### src/rtl/instruction_fetch_unit.sv
// Instruction fetch stage: PC register and IF/ID pipeline register with a
// BOOT/RUN/FAULT controller that traps out-of-range or misaligned fetches.
module instruction_fetch_unit #(
   parameter int                    DATA_WIDTH   = 32,
   parameter int                    MEMORY_DEPTH = 32,
   parameter logic [DATA_WIDTH-1:0] RESET_PC     = 32'h0040_0000
) (
   input  logic                  clk,
   input  logic                  reset,
   input  logic                  Stall,
   input  logic                  RedirectValid,
   input  logic [DATA_WIDTH-1:0] RedirectTarget,
   input  logic [DATA_WIDTH-1:0] Instruction,
   output logic [DATA_WIDTH-1:0] PC,
   output logic [DATA_WIDTH-1:0] IFID_Instruction,
   output logic [DATA_WIDTH-1:0] IFID_PCPlus4,
   output logic                  IFID_Valid,
   output logic                  Fault,
   output logic [DATA_WIDTH-1:0] FaultAddr,
   output logic [15:0]           InstrCount
);

   typedef enum logic [1:0] {
      BOOT  = 2'd0,
      RUN   = 2'd1,
      FAULT = 2'd2
   } state_t;

   localparam logic [DATA_WIDTH-1:0] LAST_PC = RESET_PC + DATA_WIDTH'(4 * (MEMORY_DEPTH - 1));

   state_t                  state, state_nxt;
   logic [DATA_WIDTH-1:0]   pc_nxt;
   logic [DATA_WIDTH-1:0]   pc_plus4;
   logic [DATA_WIDTH-1:0]   instr_p1_nxt;
   logic [DATA_WIDTH-1:0]   pc4_p1_nxt;
   logic                    vld_p1_nxt;
   logic                    fault_nxt;
   logic [DATA_WIDTH-1:0]   faddr_nxt;
   logic [15:0]             cnt_nxt;
   logic                    pc_in_range;
   logic                    target_misaligned;

   function automatic logic [15:0] sat_inc(input logic [15:0] c);
      return (c == 16'hFFFF) ? c : c + 16'd1;
   endfunction

   assign pc_plus4          = PC + DATA_WIDTH'(4);
   assign pc_in_range       = (PC >= RESET_PC) && (PC <= LAST_PC) && (PC[1:0] == 2'b00);
   assign target_misaligned = (RedirectTarget[1:0] != 2'b00);

   // Fault detection outranks redirect, which outranks stall, which outranks fetch.
   always_comb begin
      state_nxt    = state;
      pc_nxt       = PC;
      instr_p1_nxt = IFID_Instruction;
      pc4_p1_nxt   = IFID_PCPlus4;
      vld_p1_nxt   = IFID_Valid;
      fault_nxt    = Fault;
      faddr_nxt    = FaultAddr;
      cnt_nxt      = InstrCount;
      case (state)
         BOOT: state_nxt = RUN;
         RUN: begin
            if (RedirectValid && target_misaligned) begin
               state_nxt  = FAULT;
               fault_nxt  = 1'b1;
               faddr_nxt  = RedirectTarget;
               vld_p1_nxt = 1'b0;
            end else if (!RedirectValid && !pc_in_range) begin
               state_nxt  = FAULT;
               fault_nxt  = 1'b1;
               faddr_nxt  = PC;
               vld_p1_nxt = 1'b0;
            end else if (RedirectValid) begin
               pc_nxt       = RedirectTarget;
               instr_p1_nxt = '0;
               pc4_p1_nxt   = '0;
               vld_p1_nxt   = 1'b0;
            end else if (!Stall) begin
               pc_nxt       = pc_plus4;
               instr_p1_nxt = Instruction;
               pc4_p1_nxt   = pc_plus4;
               vld_p1_nxt   = 1'b1;
               cnt_nxt      = sat_inc(InstrCount);
            end
         end
         FAULT: begin
            fault_nxt  = 1'b1;
            vld_p1_nxt = 1'b0;
         end
         default: state_nxt = BOOT;
      endcase
   end

   // Stage boundary: PC (fetch) and IF/ID registers
   always_ff @(posedge clk or negedge reset) begin
      if (!reset) begin
         state            <= BOOT;
         PC               <= RESET_PC;
         IFID_Instruction <= '0;
         IFID_PCPlus4     <= '0;
         IFID_Valid       <= 1'b0;
         Fault            <= 1'b0;
         FaultAddr        <= '0;
         InstrCount       <= '0;
      end else begin
         state            <= state_nxt;
         PC               <= pc_nxt;
         IFID_Instruction <= instr_p1_nxt;
         IFID_PCPlus4     <= pc4_p1_nxt;
         IFID_Valid       <= vld_p1_nxt;
         Fault            <= fault_nxt;
         FaultAddr        <= faddr_nxt;
         InstrCount       <= cnt_nxt;
      end
   end

endmodule

### config.mk
export PLATFORM = sky130hd
export DESIGN_NAME = instruction_fetch_unit
export DESIGN_NICKNAME = d
export VERILOG_FILES = /design/src/rtl/instruction_fetch_unit.sv
export SDC_FILE = /design/constraint.sdc
export NUM_CORES = 1
export LEC_CHECK = 0
export BUFFER_PORTS_ARGS = -buffer_cell sky130_fd_sc_hd__buf_2
export CAP_MARGIN = 15
export CORE_UTILIZATION = 45
export DETAILED_ROUTE_END_ITERATION = 12
export GPL_TIMING_DRIVEN = 0
export PLACE_DENSITY = 0.75
export SLEW_MARGIN = 10
export SYNTH_ARGS = -nofsm -noshare
export SYNTH_HDL_FRONTEND = slang
export SYNTH_SLANG_ARGS = --single-unit
export TNS_END_PERCENT = 1
### constraint.sdc
create_clock -name clk -period 2 [get_ports clk]
set_input_delay 0.3 -clock clk [delete_from_list [all_inputs] [get_ports clk]]
set_output_delay 0.3 -clock clk [all_outputs]
set_load 0.02 [all_outputs]
==> summary.md <==
| Metric | Value |
|---|---|
| YS warnings | 0 |
| Mux contribution to synthesized area | 0.123 |
| Maximum VDD drop | approximately 0.9 mV |
| Cells after Synth | 440 |
| Status | complete, but fails checks |
| Avg Vias per Cell | 5.28 |
| Total track usage | 0.229 |
| Top FF cell, synth | dfrtp_1 |
| CP cell instances | nor4_4 > nand3_1 > o41a_1 > buf_6 > buf_8 > buf_6 > a22o_1 |
| Syn Nets | around 500 |
| Antenna diodes | 0 |
| Clk Latency, worst-skew pair | roughly 0.41 ns |
| Netlist cell types | 34 |
| GR Overflow Total | 0 |
| Number of buffers created by CTS | 17 |
| Leakage | 4.42 nW |
| Slowest cell on crit path | o41a_1 |
| Clock slew at reported path FFs | 0.06 ns |
| Area contributors post-synth | dfrtp_1, mux2_2, a22o_1 |
| Highest cell delay on the worst timing path | about 0.50 ns |
| First-pass GRT wire length | 23,200 um |
| Drt wl/cell | 17.6 um |
| RePlAce Congestion | 0.797 |
| Final #Nets | 762 |
| Top sig layer | met5 |
| CP Data Arrival Time | 2.48 ns |
| Clk Tree Root Cell | clkbuf_16 |
| #FFs+latches synth | about 150 |
| Max_slew headroom | 0.451 |
| Compound-Gate Fraction of Synth Area | 0.107 |
| Area leader, netlist | dfrtp_1 |
| Die Area | 13,700 sq um |
| Post-Syn Area | approximately 6000 sq um |
| Max-Cap Viols | 0 |
| CP Class | register to register |
| Routed length on met3 | 906 um |
| Layout cells sized above 1 | 0.547 |
| Synth Area in Simple Gates | 0.0958 |
| Max clock buf depth | 2 |
| Die height | 117 um |
| Post-synthesis adder-cell area fraction | 0.00629 |
| I/O pins | ~210 |
| Post-synthesis area per instance | 13.6 sq um |
| # setup viols final | 124 |
| CP Buf/Inv Count | 3 |
| Largest family of logic cells by synthesized area | multiplexers |
| Initial antenna violation count | 1 |
| Final Core Density | 0.658 |
| Crit path top cell by count | buf_6 |
| Post-synth EDFFs | 0 |
| M1 wire length | ~6600 um |
| WL final | 15,400 um |
| Clock Sinks | 148 |
| DRC Markers | 0 |
| Worst-margin pin slew | 0.818 ns |
| Critical Path Source Type | register |
| Die X | 117 um |
| Seq/Total Area, Yosys | 0.621 |
| Synth Area in XOR/XNOR | 0.0264 |
| Unrepaired setup endpoints after global routing | true |
| Initial DRC Count | 305 |
| Area Overhead vs Synth | 40.9% |
| Vias in the first global route | 4,572 |
| Port buffer count | 213 |
| Setup WS post-layout | -0.191 ns |
| Pin count of the biggest net entering global routing | 79 |
| PwrDens | 1330 nW/um^2 |
| Max Clock Freq | 456 MHz |
| HP Class | input pin to register |
| Synth top area share | 0.616 |
| Violated checks | setup timing |
| Final Cycle Share | 1.10 |
| Remaining antenna violation count | 0 |
| Final Slew Violations | 0 |
| Worst endpoint required time | 2.29 ns |
| DRT Pass-1 Iters | 6 |
| Crit end category | register |
| Initial core utilization | 0.467 |
| Fillers | 995 |
| Core area | 12,800 sq um |
| Post-synth top cells | dfrtp_1, mux2_2, a22o_1 |
| Vias | 4,623 |
| Rows | 41 |
| Maximum fanout along the worst path | 6 |
| Async S/R FF share, synth | 1.00 |
| Clock skew | 0.00690 ns |
| CTS tree | yes |
| Max H-tree Level | 4 |
| Worst path top cell family by delay | compound AO/OA/AOI/OAI gates |
| Hold slack | around 0.10 ns |
| Hpwl dp | between 10,000 and 15,000 um |
| Fin. Hold Viols | 0 |
| Min Tclk post-route | 2.19 ns |
| Met2 Wirelength | approximately 7600 um |
| Top-count cell post-synth | dfrtp_1 |
==> repair_timing <==
action                     CTS  global route
setup endpoints to repair  145           140
pin swaps                   10            22
hold buffers                 1             0
hold endpoints to repair    69             0
setup buffers               14             0
cloned                       3             0
resized for setup           52            35
==> per-layer routing <==
layer / track usage / up-vias
met5: 0 / -
met4: 0.109 / 2
met3: 0.0608 / 25
met2: 0.369 / 158
met1: 0.289 / 2321
li1: - / 2117
==> power by group <==
part	total [mW]	internal (mW)	leakage, nW	switching [mW]
clock	3.44	2.27	0.314	1.17
combinational	3.52	1.62	2.16	1.90
sequential	4.22	3.63	1.96	0.584
==> sequential cells by signal, summed over array words and instances, names as in the netlist <==
signal            cells
Fault                 1
FaultAddr            32
IFID_Instruction     32
IFID_PCPlus4         32
IFID_Valid            1
InstrCount           16
PC                   32
state                 2
==> cells in the final DEF, fill, tap and decap left out, types with 4 or more instances in the layout <==
cell type,netlist,layout
buf_6,0,11
bufinv_16,0,5
xnor2_1,15,15
nand3_1,11,10
clkbuf_16,0,17
buf_4,0,13
clkinv_2,0,4
and3_1,6,6
dfrtp_1,147,146
buf_8,0,6
nor4_4,0,4
a22o_1,55,55
buf_2,11,213
and2_1,28,8
nor2_1,5,4
nand2_1,24,22
and2_4,0,20
clkbuf_1,15,9
nand4_1,12,12
mux2_2,65,65
==> through the flow <==
stage | instances | total power, mW | instance area, sq um | setup TNS [ns] | setup slack, ns
2_1_floorplan | 440 | 6.22 | 6000 | -6.40 | -0.0843
3_3_place_gp | 825 | 7.32 | 7280 | -263.20 | -1.34
3_5_place_dp | 826 | 7.41 | 7310 | -67.05 | -0.565
4_1_cts | 876 | 11.2 | 8310 | -6.42 | -0.132
5_1_grt | 876 | 11.7 | 8410 | -16.77 | -0.233
6_report | 876 | 11.2 | 8410 | -10.09 | -0.191
==> worst register-to-register path, stage by stage (launching register included) <==
cell and delay, ns:
dfrtp_1 0.41, nor4_4 0.38, nand3_1 0.16, o41a_1 0.50
buf_6 0.16, buf_8 0.14, buf_6 0.13, a22o_1 0.21
==> final cells by class <==
| type | count | area [sq um] | share of cell area |
|---|---|---|---|
| multi-input cells | 263 | 2320 | 0.276 |
| flip-flops and latches | 148 | 3710 | 0.441 |
| inverters | 3 | 11.3 | 0.00134 |
| clock inverters | 10 | 178 | 0.0211 |
| clock buffers | 22 | 464 | 0.0552 |
| well taps | 172 | 215 | 0.0256 |
| repair buffers | 232 | 1280 | 0.152 |
| plain buffers | 26 | 229 | 0.0272 |
==> cell families (layout without fill, tap and decap cells) <==
family	after synthesis	in the layout
buffers and inverters	29	293
adder cells (fa/ha/maj)	3	3
AND/OR/NAND/NOR	102	102
flip-flops	148	148
multiplexers	65	65
AO/OA/AOI/OAI	75	75
XOR/XNOR	18	18
==> path summary, 6_finish.rpt <==
path | endpoint | startpoint | slack [ns] | depth (start not counted)
setup reg to reg | IFID_Instruction[9] | PC[13] | -0.19 | 7
hold / removal | IFID_Instruction[12] | Instruction[12] | 0.10 | 2
max in group asynchronous | PC[26] | reset | 0.72 | 3
min in group asynchronous | IFID_Instruction[23] | reset | 0.46 | 2
hold reg to reg | Fault | Fault | 0.47 | 1
setup / recovery | IFID_Instruction[9] | PC[13] | -0.19 | 7
(Power assumes the default switching activity.)
